<file path="config.mk">
export PLATFORM = sky130hd
export DESIGN_NAME = multicycle_control
export DESIGN_NICKNAME = d
export VERILOG_FILES = /design/src/rtl/ctrl_pkg.sv /design/src/rtl/opcode_decode.sv /design/src/rtl/multicycle_control.sv
export SDC_FILE = /design/constraint.sdc
export NUM_CORES = 1
export LEC_CHECK = 0
export CAP_MARGIN = 30
export CORE_MARGIN = 3
export CORE_UTILIZATION = 35
export DETAILED_ROUTE_END_ITERATION = 10
export GPL_ROUTABILITY_DRIVEN = 0
export PLACE_DENSITY_LB_ADDON = 0.08
export SLEW_MARGIN = 10
export SYNTH_ARGS = -nofsm -noshare
export SYNTH_HDL_FRONTEND = slang
export SYNTH_SLANG_ARGS = --single-unit
</file>
<file path="constraint.sdc">
create_clock -name clk -period 1.79 [get_ports clk]
set_input_delay 0.4475 -clock clk [delete_from_list [all_inputs] [get_ports clk]]
set_output_delay 0.4475 -clock clk [all_outputs]
set_load 0.02 [all_outputs]
</file>
<file path="src/rtl/ctrl_pkg.sv">
// Shared types and constants for the multicycle datapath controller.
// JUMP_EN enables the jump instruction; without it opcode 000010 is illegal.
package ctrl_pkg;

    typedef enum logic [3:0] {
        FETCH  = 4'd0,
        DECODE = 4'd1,
        MEMADR = 4'd2,
        MEMRD  = 4'd3,
        MEMWB  = 4'd4,
        MEMWR  = 4'd5,
        EXEC   = 4'd6,
        RWB    = 4'd7,
        BRANCH = 4'd8,
        JUMP   = 4'd9
    } state_e;

    localparam logic [5:0] RTYPE = 6'b000000;
    localparam logic [5:0] LW    = 6'b100011;
    localparam logic [5:0] SW    = 6'b101011;
    localparam logic [5:0] BEQ   = 6'b000100;
    localparam logic [5:0] J     = 6'b000010;

    localparam logic [1:0] ALUOP_ADD   = 2'b00;
    localparam logic [1:0] ALUOP_SUB   = 2'b01;
    localparam logic [1:0] ALUOP_FUNCT = 2'b10;

    localparam logic [1:0] SRCB_B     = 2'b00;
    localparam logic [1:0] SRCB_4     = 2'b01;
    localparam logic [1:0] SRCB_SEXT  = 2'b10;
    localparam logic [1:0] SRCB_SEXT2 = 2'b11;

    localparam logic [1:0] PCSRC_ALU    = 2'b00;
    localparam logic [1:0] PCSRC_ALUOUT = 2'b01;
    localparam logic [1:0] PCSRC_JUMP   = 2'b10;

    typedef struct packed {
        logic       pc_write;
        logic       pc_write_cond;
        logic       iord;
        logic       mem_read;
        logic       mem_write;
        logic       mem_to_reg;
        logic       ir_write;
        logic       alu_src_a;
        logic       reg_write;
        logic       reg_dst;
        logic [1:0] pc_source;
        logic [1:0] alu_op;
        logic [1:0] alu_src_b;
        logic       illegal_op;
    } ctrl_t;

endpackage

</file>
<file path="src/rtl/opcode_decode.sv">
// Combinational opcode classifier producing one-hot instruction-class flags.
// The jump class is only recognised when JUMP_EN is defined.
module opcode_decode
    import ctrl_pkg::*;
(
    input  logic [5:0] opcode,
    output logic       is_rtype,
    output logic       is_lw,
    output logic       is_sw,
    output logic       is_beq,
    output logic       is_j,
    output logic       is_illegal
);

    // Map each opcode to exactly one class flag
    always_comb begin
        is_rtype   = 1'b0;
        is_lw      = 1'b0;
        is_sw      = 1'b0;
        is_beq     = 1'b0;
        is_j       = 1'b0;
        is_illegal = 1'b0;
        case (opcode)
            RTYPE:   is_rtype = 1'b1;
            LW:      is_lw    = 1'b1;
            SW:      is_sw    = 1'b1;
            BEQ:     is_beq   = 1'b1;
`ifdef JUMP_EN
            J:       is_j     = 1'b1;
`endif
            default: is_illegal = 1'b1;
        endcase
    end

endmodule

</file>
<file path="src/rtl/multicycle_control.sv">
// Multicycle processor control FSM with Moore outputs decoded from state.
// JUMP_EN adds the JUMP state; otherwise state code 9 recovers to FETCH.
module multicycle_control
    import ctrl_pkg::*;
(
    input  logic       clk,
    input  logic       rst_n,
    input  logic [5:0] opcode,
    input  logic       mem_ready,
    output logic       PCWrite,
    output logic       PCWriteCond,
    output logic       IorD,
    output logic       MemRead,
    output logic       MemWrite,
    output logic       MemtoReg,
    output logic       IRWrite,
    output logic       ALUSrcA,
    output logic       RegWrite,
    output logic       RegDst,
    output logic [1:0] PCSource,
    output logic [1:0] ALUOp,
    output logic [1:0] ALUSrcB,
    output logic       illegal_op,
    output logic [3:0] state
);

`ifdef JUMP_EN
    localparam state_e JUMP_TARGET = JUMP;
`else
    localparam state_e JUMP_TARGET = FETCH;
`endif

    state_e state_r;
    state_e next_s;
    ctrl_t  ctrl_s;
    ctrl_t  gated_s;
    logic   is_rtype_s, is_lw_s, is_sw_s, is_beq_s, is_j_s, is_illegal_s;

    opcode_decode u_decode (
        .opcode    (opcode),
        .is_rtype  (is_rtype_s),
        .is_lw     (is_lw_s),
        .is_sw     (is_sw_s),
        .is_beq    (is_beq_s),
        .is_j      (is_j_s),
        .is_illegal(is_illegal_s)
    );

    // State register
    always_ff @(posedge clk or negedge rst_n) begin
        if (!rst_n) begin
            state_r <= FETCH;
        end else begin
            state_r <= next_s;
        end
    end

    // Next-state and Moore output decode
    always_comb begin
        next_s = FETCH;
        ctrl_s = '0;
        case (state_r)
            FETCH: begin
                ctrl_s.mem_read  = 1'b1;
                ctrl_s.alu_src_b = SRCB_4;
                ctrl_s.ir_write  = mem_ready;
                ctrl_s.pc_write  = mem_ready;
                next_s = mem_ready ? DECODE : FETCH;
            end
            DECODE: begin
                ctrl_s.alu_src_b  = SRCB_SEXT2;
                ctrl_s.illegal_op = is_illegal_s;
                if (is_rtype_s) begin
                    next_s = EXEC;
                end else if (is_lw_s || is_sw_s) begin
                    next_s = MEMADR;
                end else if (is_beq_s) begin
                    next_s = BRANCH;
                end else if (is_j_s) begin
                    next_s = JUMP_TARGET;
                end else begin
                    next_s = FETCH;
                end
            end
            MEMADR: begin
                ctrl_s.alu_src_a = 1'b1;
                ctrl_s.alu_src_b = SRCB_SEXT;
                if (is_lw_s) begin
                    next_s = MEMRD;
                end else if (is_sw_s) begin
                    next_s = MEMWR;
                end else begin
                    next_s = FETCH;
                end
            end
            MEMRD: begin
                ctrl_s.mem_read = 1'b1;
                ctrl_s.iord     = 1'b1;
                next_s = mem_ready ? MEMWB : MEMRD;
            end
            MEMWB: begin
                ctrl_s.reg_write  = 1'b1;
                ctrl_s.mem_to_reg = 1'b1;
                next_s = FETCH;
            end
            MEMWR: begin
                ctrl_s.mem_write = 1'b1;
                ctrl_s.iord      = 1'b1;
                next_s = mem_ready ? FETCH : MEMWR;
            end
            EXEC: begin
                ctrl_s.alu_src_a = 1'b1;
                ctrl_s.alu_src_b = SRCB_B;
                ctrl_s.alu_op    = ALUOP_FUNCT;
                next_s = RWB;
            end
            RWB: begin
                ctrl_s.reg_write = 1'b1;
                ctrl_s.reg_dst   = 1'b1;
                next_s = FETCH;
            end
            BRANCH: begin
                ctrl_s.alu_src_a     = 1'b1;
                ctrl_s.alu_src_b     = SRCB_B;
                ctrl_s.alu_op        = ALUOP_SUB;
                ctrl_s.pc_write_cond = 1'b1;
                ctrl_s.pc_source     = PCSRC_ALUOUT;
                next_s = FETCH;
            end
            JUMP: begin
`ifdef JUMP_EN
                ctrl_s.pc_write  = 1'b1;
                ctrl_s.pc_source = PCSRC_JUMP;
`endif
                next_s = FETCH;
            end
            default: begin
                next_s = FETCH;
            end
        endcase
    end

    // Reset must silence every strobe immediately, not just at the next edge
    assign gated_s     = rst_n ? ctrl_s : '0;
    assign PCWrite     = gated_s.pc_write;
    assign PCWriteCond = gated_s.pc_write_cond;
    assign IorD        = gated_s.iord;
    assign MemRead     = gated_s.mem_read;
    assign MemWrite    = gated_s.mem_write;
    assign MemtoReg    = gated_s.mem_to_reg;
    assign IRWrite     = gated_s.ir_write;
    assign ALUSrcA     = gated_s.alu_src_a;
    assign RegWrite    = gated_s.reg_write;
    assign RegDst      = gated_s.reg_dst;
    assign PCSource    = gated_s.pc_source;
    assign ALUOp       = gated_s.alu_op;
    assign ALUSrcB     = gated_s.alu_src_b;
    assign illegal_op  = gated_s.illegal_op;
    assign state       = state_r;

endmodule

</file>
==> results of run 1 <==
[placed cells by master, fill, tap and decap left out, types with 2 or more instances in the layout]
master	instances
sky130_fd_sc_hd__dlygate4sd2_1	5
sky130_fd_sc_hd__clkdlybuf4s50_1	2
sky130_fd_sc_hd__nand2_4	2
sky130_fd_sc_hd__nor3_2	4
sky130_fd_sc_hd__inv_1	2
sky130_fd_sc_hd__a211o_1	2
sky130_fd_sc_hd__buf_4	33
sky130_fd_sc_hd__dfrtp_1	2
sky130_fd_sc_hd__nor2_1	5
sky130_fd_sc_hd__clkbuf_4	3
sky130_fd_sc_hd__buf_2	6
sky130_fd_sc_hd__dfrtp_2	2
sky130_fd_sc_hd__nor2_2	2
sky130_fd_sc_hd__a21oi_4	2
sky130_fd_sc_hd__nand2b_1	4
sky130_fd_sc_hd__buf_6	7
[kinds of logic (layout without fill, tap and decap cells)]
family,count (synthesis),after routing,share of synthesized area [%]
xor+xnor,1,1,1.81
buf+inv,9,62,9.33
compound gates,11,11,20.5
flops,4,4,20.7
other cells,1,1,0.776
simple gates,38,38,46.9
[worst paths after layout]
kind	from	end	slack [ns]	cells after the start
worst max-delay path	opcode[0]	illegal_op	-0.11	5
worst min-delay path	rst_n	state[2]	0.26	2
worst max register to register	state[2]	state[2]	0.05	6
worst min register to register	state[3]	state[0]	0.72	3
max in group asynchronous	rst_n	state[1]	1.40	2
min in group clk	opcode[3]	state[2]	0.57	3
[final cells by class]
cell class              instances  share of cell area, %
multi-input cells              51                   43.0
repair buffers                 55                   42.2
flip-flops and latches          4                   9.61
clock buffers                   4                   2.46
well taps                      14                   1.64
inverters                       3                   1.06
[layer usage]
metal / wire length, um / GRT usage, % / up-vias
met5: 0 / 0 / -
met4: 0 / 7.23 / 0
met3: 76 / 0 / 0
met2: 1360 / 51.6 / 28
met1: 808 / 26.6 / 346
li1: - / - / 335
[power by group through the flow]
stage,sequential [mW],combinational [mW],clock (mW)
floorplan,0.103,0.0735,0
global placement,0.0993,0.165,0
detailed placement,0.0995,0.168,0
CTS,0.0982,0.168,0.130
global route,0.0986,0.189,0.139
finish,0.0984,0.180,0.124
[per-stage QoR]
| stage | cell area (um2) | hold slack, ns | TNS [ns] |
|---|---|---|---|
| 4_1_cts | 996 | 0.279 | -0.307 |
| 3_3_place_gp | 980 | 0.683 | -10.74 |
| 5_1_grt | 1070 | 0.292 | -0.835 |
| 6_report | 1070 | 0.262 | -0.473 |
| 3_5_place_dp | 980 | 0.711 | -11.29 |
| 2_1_floorplan | 544 | 0.152 | -0.0666 |
[timing repair]
item / 4_1_cts / 5_1_grt
pin swaps: 4 / 4
buffers inserted: 3 / 1
endpoints found under the setup margin: 21 / 14
resized for setup: 111 / 18
gates cloned: 0 / 0
==> impl_results.html, run 1 <==
<table>
<tr><th>Metric</th><th>Value</th></tr>
<tr><th colspan="2">Outcome</th></tr>
<tr><td>Result of the run</td><td>finished, violations left</td></tr>
<tr><td>Violations in the final reports</td><td>setup timing</td></tr>
<tr><th colspan="2">Die</th></tr>
<tr><td>Starting Density</td><td>40.2%</td></tr>
<tr><td>Floorplan die area</td><td>1860 um2</td></tr>
<tr><td>Count of standard-cell rows</td><td>12</td></tr>
<tr><td>Die width</td><td>43.1 um</td></tr>
<tr><td>Die span in y</td><td>43.1 um</td></tr>
<tr><td>Ports</td><td>30</td></tr>
<tr><td>Placeable core region</td><td>1200 um2</td></tr>
<tr><th colspan="2">Setup path</th></tr>
<tr><td>Family with the most delay on the worst path</td><td>simple AND/OR/NAND/NOR gates</td></tr>
<tr><td>Slowest CP cell</td><td>sky130_fd_sc_hd__or4_4</td></tr>
<tr><td>Critical-path cell list</td><td>buf_6 -&gt; or4_4 -&gt; a21oi_4 -&gt; nor3_2 -&gt; buf_4</td></tr>
<tr><td>Largest stage delay, worst path</td><td>0.55 ns</td></tr>
<tr><td>Worst setup path category</td><td>input port to output port</td></tr>
<tr><td>Arrival time of data at the critical path endpoint</td><td>1.45 ns</td></tr>
<tr><td>Number of buffer and inverter stages on the critical path</td><td>2</td></tr>
<tr><td>Highest net fanout along the worst path</td><td>2</td></tr>
<tr><td>CP Capture Type</td><td>output port</td></tr>
<tr><td>Critical path startpoint category</td><td>input port</td></tr>
<tr><td>Required time at the worst-slack endpoint</td><td>1.34 ns</td></tr>
<tr><th colspan="2">CTS</th></tr>
<tr><td>Sink Count</td><td>4</td></tr>
<tr><td>Register clock-pin slew on the reported worst setup and hold paths</td><td>0.05 ns</td></tr>
<tr><td>H-tree lvl count</td><td>1</td></tr>
<tr><td>Clock buffer count from CTS</td><td>3</td></tr>
<tr><td>CTS max path bufs</td><td>2</td></tr>
<tr><td>Clock latency on the worst-skew pair</td><td>0.24 ns</td></tr>
<tr><td>Post-cts hold buffer count</td><td>0</td></tr>
<tr><td>CTS tree</td><td>done</td></tr>
<tr><td>Clock root cell</td><td>sky130_fd_sc_hd__clkbuf_4</td></tr>
<tr><th colspan="2">Power</th></tr>
<tr><td>Peak VDD IR</td><td>0.401 mV</td></tr>
<tr><td>Fraction of power spent switching nets</td><td>33.9%</td></tr>
<tr><td>Part of the power in combinational logic</td><td>44.7%</td></tr>
<tr><td>Cell-internal power</td><td>266 uW</td></tr>
<tr><td>Standby leakage power</td><td>0.540 nW</td></tr>
<tr><td>Tot Pwr</td><td>402 uW</td></tr>
<tr><td>Switch Pwr</td><td>136 uW</td></tr>
<tr><td>Clock network fraction of total power</td><td>30.8%</td></tr>
<tr><td>Part of the total power dissipated in sequential elements</td><td>24.5%</td></tr>
<tr><td>Cell Pwr Density</td><td>377 nW/um2</td></tr>
<tr><th colspan="2">Routing</th></tr>
<tr><td>Remaining antenna violation count after routing</td><td>0</td></tr>
<tr><td>First-iteration detailed-routing DRC count</td><td>9</td></tr>
<tr><td>Routed len/inst</td><td>17.1 um</td></tr>
<tr><td>Drc violations</td><td>0</td></tr>
<tr><td>First-pass DRT Iterations</td><td>4</td></tr>
<tr><td>Via count normalized by instance count</td><td>5.41</td></tr>
<tr><td>DR vias</td><td>709</td></tr>
<tr><td>Detailed Route WL</td><td>2250 um</td></tr>
<tr><th colspan="2">Yosys</th></tr>
<tr><td>Cells after Synth</td><td>64</td></tr>
<tr><td>Number of enable flip-flop cells after synthesis</td><td>0</td></tr>
<tr><td>Synth top cells by count</td><td>sky130_fd_sc_hd__nor2_1, sky130_fd_sc_hd__nor3_1</td></tr>
<tr><td>Net Count, Synth</td><td>73</td></tr>
<tr><td>Sequential cell area fraction in the yosys report</td><td>20.7%</td></tr>
<tr><td>Top cell type's share of synthesized area</td><td>20.7%</td></tr>
<tr><td>Per-instance average area after synthesis</td><td>7.55 um2</td></tr>
<tr><td>Number of distinct library cells after synthesis</td><td>32</td></tr>
<tr><td>Mapped Area</td><td>483 um2</td></tr>
<tr><td>Most repeated cell in the gate-level netlist after synthesis</td><td>sky130_fd_sc_hd__nor2_1</td></tr>
<tr><td>Most instantiated flip-flop cell in the synthesis netlist</td><td>sky130_fd_sc_hd__dfrtp_1</td></tr>
<tr><td>Number of synthesized register bits</td><td>4</td></tr>
<tr><td>Cell type with the highest aggregate area in the netlist</td><td>sky130_fd_sc_hd__dfrtp_1</td></tr>
<tr><td>Async SR Flop Fraction</td><td>100%</td></tr>
<tr><td>Synthesis Warnings</td><td>0</td></tr>
<tr><td>Top post-synthesis cells by area</td><td>sky130_fd_sc_hd__dfrtp_1, sky130_fd_sc_hd__nor2_1, sky130_fd_sc_hd__a2111oi_4, sky130_fd_sc_hd__nand2b_1, sky130_fd_sc_hd__nor3_1</td></tr>
<tr><th colspan="2">Cells and area</th></tr>
<tr><td>Layout cells sized above 1</td><td>65.0%</td></tr>
<tr><td>Register cell area after layout</td><td>103 um2</td></tr>
<tr><td>Number of flip-flops in the largest register</td><td>4</td></tr>
<tr><td>Number of fill cells in the layout</td><td>53</td></tr>
<tr><td>Final core utilization</td><td>88.9%</td></tr>
<tr><td>Non-Filler Instances</td><td>131</td></tr>
<tr><td>Total Nets Final</td><td>127</td></tr>
<tr><td>Growth of design area from synthesis to finish</td><td>121%</td></tr>
<tr><td>Footprint of the multi-input gates</td><td>459 um2</td></tr>
<tr><td>Ant diodes</td><td>0</td></tr>
<tr><th colspan="2">Placement</th></tr>
<tr><td>Buffers added on ports</td><td>28</td></tr>
<tr><td>Total half-perimeter wirelength after legalization and detailed placement</td><td>1370 um</td></tr>
<tr><td>Placed insts</td><td>123</td></tr>
<tr><td>Setup slack after placement</td><td>-0.824 ns</td></tr>
<tr><th colspan="2">STA</th></tr>
<tr><td>Final worst slack</td><td>-0.110 ns</td></tr>
<tr><td>Peak clock frequency supported by timing</td><td>526 MHz</td></tr>
<tr><td>Fraction of the cycle the final worst path needs</td><td>106%</td></tr>
<tr><td>Setup repair after global routing missed its margin</td><td>yes</td></tr>
<tr><td>Number of endpoints failing setup at the final stage</td><td>9</td></tr>
<tr><td>Final Skew</td><td>0.0123 ns</td></tr>
<tr><td>Post-layout minimum cycle time</td><td>1.90 ns</td></tr>
<tr><td>Final Slew Violations</td><td>0</td></tr>
<tr><td>Number of hold violations in the final report</td><td>0</td></tr>
<tr><th colspan="2">Run</th></tr>
<tr><td>Max-cap check violation count</td><td>0</td></tr>
<tr><th colspan="2">GRT</th></tr>
<tr><td>Pin count of the biggest net entering global routing</td><td>16</td></tr>
<tr><td>Via count of the first global-routing pass</td><td>722</td></tr>
<tr><td>Global-route wire length before repair</td><td>3510 um</td></tr>
<tr><td>Antenna violations before repair</td><td>0</td></tr>
<tr><td>Aggregate global-route resource usage</td><td>25.1%</td></tr>
<tr><td>Global route total overflow</td><td>0</td></tr>
<tr><th colspan="2">Worst hold path</th></tr>
<tr><td>Min-delay worst type</td><td>input port to asynchronous set/reset pin</td></tr>
</table>
Power figures use the tool's default switching activity.
==> run 2, diff against run 1 <==
- ABC_AREA: default -> 1
- CORE_UTILIZATION: 35 -> 37
- SYNTH_HIERARCHICAL: default -> 1
==> run 2 against run 1 <==
The flow now finishes without violations. Sequential share of layout area rose by 0.50 points. Synthesized cell count increased by 44%. Highest routed layer is now met4. Non-clock buffer count up 1. Worst hold slack got worse by 0.049 ns. Core utilization decreased by 9.9 points. Final area fell by 2.6%. Maximum frequency increased by 6.5%. Register-to-register slack better by 0.47 ns. Sequential power rose by 4%. Global-route usage is 5.3 points lower. Die area up 3.6%. Largest cell class is now non-clock buffers.
==> impl_results.html, run 2 <==
<table>
<tr><th>Metric</th><th>Value</th></tr>
<tr><th colspan="2">Power</th></tr>
<tr><td>Standby leakage power</td><td>0.568 nW</td></tr>
<tr><td>Cell Pwr Density</td><td>356 nW/um2</td></tr>
<tr><td>Tot Pwr</td><td>370 uW</td></tr>
<tr><td>Peak VDD IR</td><td>0.204 mV</td></tr>
<tr><th colspan="2">Routing</th></tr>
<tr><td>Remaining antenna violation count after routing</td><td>0</td></tr>
<tr><td>Routed len/inst</td><td>11.6 um</td></tr>
<tr><td>DR vias</td><td>784</td></tr>
<tr><td>Drc violations</td><td>0</td></tr>
<tr><td>First-iteration detailed-routing DRC count</td><td>12</td></tr>
<tr><td>Detailed Route WL</td><td>1890 um</td></tr>
<tr><td>First-pass DRT Iterations</td><td>4</td></tr>
<tr><td>Via count normalized by instance count</td><td>4.84</td></tr>
<tr><th colspan="2">Die</th></tr>
<tr><td>Die span in y</td><td>43.9 um</td></tr>
<tr><td>Starting Density</td><td>40.4%</td></tr>
<tr><td>Placeable core region</td><td>1320 um2</td></tr>
<tr><td>Ports</td><td>30</td></tr>
<tr><td>Floorplan die area</td><td>1930 um2</td></tr>
<tr><td>Die width</td><td>43.9 um</td></tr>
<tr><td>Count of standard-cell rows</td><td>13</td></tr>
<tr><th colspan="2">STA</th></tr>
<tr><td>Smallest hold slack</td><td>0.213 ns</td></tr>
<tr><td>Summed negative setup slack over all endpoints</td><td>0 ns</td></tr>
<tr><td>Number of endpoints failing setup at the final stage</td><td>0</td></tr>
<tr><td>Fraction of the cycle the final worst path needs</td><td>99.7%</td></tr>
<tr><td>Setup repair after global routing missed its margin</td><td>yes</td></tr>
<tr><td>Final Skew</td><td>0.00308 ns</td></tr>
<tr><td>Post-layout minimum cycle time</td><td>1.78 ns</td></tr>
<tr><td>Number of hold violations in the final report</td><td>0</td></tr>
<tr><td>Final Slew Violations</td><td>0</td></tr>
<tr><td>Peak clock frequency supported by timing</td><td>560 MHz</td></tr>
<tr><th colspan="2">Yosys</th></tr>
<tr><td>Mapped Area</td><td>532 um2</td></tr>
<tr><td>Synthesis Warnings</td><td>6</td></tr>
<tr><td>Cells after Synth</td><td>92</td></tr>
<tr><td>Per-instance average area after synthesis</td><td>5.78 um2</td></tr>
<tr><td>Net Count, Synth</td><td>101</td></tr>
<tr><th colspan="2">CTS</th></tr>
<tr><td>Post-cts hold buffer count</td><td>0</td></tr>
<tr><td>Sink Count</td><td>4</td></tr>
<tr><td>H-tree lvl count</td><td>1</td></tr>
<tr><td>Clock root cell</td><td>sky130_fd_sc_hd__clkbuf_4</td></tr>
<tr><td>CTS tree</td><td>done</td></tr>
<tr><td>Clock latency on the worst-skew pair</td><td>0.24 ns</td></tr>
<tr><td>Register clock-pin slew on the reported worst setup and hold paths</td><td>0.04 ns</td></tr>
<tr><td>CTS max path bufs</td><td>2</td></tr>
<tr><td>Clock buffer count from CTS</td><td>3</td></tr>
<tr><th colspan="2">Cells and area</th></tr>
<tr><td>Layout cells sized above 1</td><td>56.5%</td></tr>
<tr><td>Total Nets Final</td><td>158</td></tr>
<tr><td>Number of flip-flops in the largest register</td><td>4</td></tr>
<tr><td>Most used cells in the layout excluding fill and tap cells</td><td>sky130_fd_sc_hd__buf_4, sky130_fd_sc_hd__nand2_1, sky130_fd_sc_hd__nor2_1, sky130_fd_sc_hd__inv_1</td></tr>
<tr><td>Number of fill cells in the layout</td><td>93</td></tr>
<tr><td>Most frequent standard cell in the layout excluding fill and tap cells</td><td>sky130_fd_sc_hd__buf_4</td></tr>
<tr><td>Register cell area after layout</td><td>105 um2</td></tr>
<tr><td>Final core utilization</td><td>78.9%</td></tr>
<tr><td>Footprint of the multi-input gates</td><td>392 um2</td></tr>
<tr><td>Non-Filler Instances</td><td>162</td></tr>
<tr><td>Growth of design area from synthesis to finish</td><td>95.5%</td></tr>
<tr><td>Ant diodes</td><td>0</td></tr>
<tr><th colspan="2">Worst hold path</th></tr>
<tr><td>Min-delay worst type</td><td>input port to asynchronous set/reset pin</td></tr>
<tr><th colspan="2">GRT</th></tr>
<tr><td>Via count of the first global-routing pass</td><td>688</td></tr>
<tr><td>Global-route wire length before repair</td><td>2920 um</td></tr>
<tr><td>Pin count of the biggest net entering global routing</td><td>7</td></tr>
<tr><td>Antenna violations before repair</td><td>0</td></tr>
<tr><td>Global route total overflow</td><td>0</td></tr>
<tr><td>Aggregate global-route resource usage</td><td>19.7%</td></tr>
<tr><th colspan="2">Placement</th></tr>
<tr><td>Placed insts</td><td>152</td></tr>
<tr><td>Total half-perimeter wirelength after legalization and detailed placement</td><td>1350 um</td></tr>
<tr><td>Buffers added on ports</td><td>28</td></tr>
<tr><th colspan="2">Run</th></tr>
<tr><td>Max-cap check violation count</td><td>0</td></tr>
<tr><th colspan="2">Outcome</th></tr>
<tr><td>Result of the run</td><td>completed</td></tr>
<tr><th colspan="2">Setup path</th></tr>
<tr><td>CP Capture Type</td><td>output port</td></tr>
<tr><td>Worst setup path category</td><td>flop to output port</td></tr>
<tr><td>Required time at the worst-slack endpoint</td><td>1.34 ns</td></tr>
<tr><td>Highest net fanout along the worst path</td><td>4</td></tr>
<tr><td>Critical path startpoint category</td><td>flop</td></tr>
<tr><td>Arrival time of data at the critical path endpoint</td><td>1.34 ns</td></tr>
</table>
-- run 2: path summary, 6_finish.rpt --
check | slack, ns | cells after the start | end | startpoint
min reg2reg | 0.70 | 3 | state[3] | state[1]
min | 0.21 | 2 | state[3] | rst_n
max in group asynchronous | 1.46 | 2 | state[2] | rst_n
max | 0.005 | 5 | illegal_op | state[3]
min in group clk | 0.67 | 5 | state[2] | mem_ready
max reg2reg | 0.52 | 8 | state[0] | state[3]
-- run 2: power breakdown --
group          switching [mW]  internal [mW]  leakage, nW
sequential            0.00718         0.0944       0.0481
combinational          0.0826         0.0727        0.506
clock                  0.0381         0.0751       0.0138
total                   0.128          0.242        0.568
-- run 2: critical path, stage by stage, from the launching register on --
cell                      delay (ns)
sky130_fd_sc_hd__dfrtp_2        0.45
sky130_fd_sc_hd__nor2_4         0.12
sky130_fd_sc_hd__buf_6          0.13
sky130_fd_sc_hd__nand2_4        0.06
sky130_fd_sc_hd__nor3b_2        0.18
sky130_fd_sc_hd__buf_4          0.16
-- run 2: per-layer routing --
layer | GRT usage, % | part of all wire (%)
met1 | 26.8 | 40
met2 | 32.6 | 51
met3 | 1.24 | 5.5
met4 | 7.23 | 3.4
met5 | 0 | 0
-- run 2: repair_timing --
item,CTS,global route
gates cloned,1,0
endpoints found under the setup margin,19,15
hold endpoints to repair,0,0
setup buffers,5,1
pin swaps,2,3
gates resized for setup,88,25
-- run 2: per-stage QoR --
stage,cell area [um2],setup WS (ns)
detailed placement,975,-0.646
finish,1040,0.00520
global route,1040,-0.0408
global placement,975,-0.631
CTS,1020,-0.0134
floorplan,544,-0.00688
-- run 2: layout make-up --
type	count	area share [%]
repair buffers	56	40.7
multi-input cells	65	37.7
flip-flops and latches	4	10.1
inverters	18	6.86
clock buffers	3	2.17
well taps	15	1.81
repair inverters	1	0.722
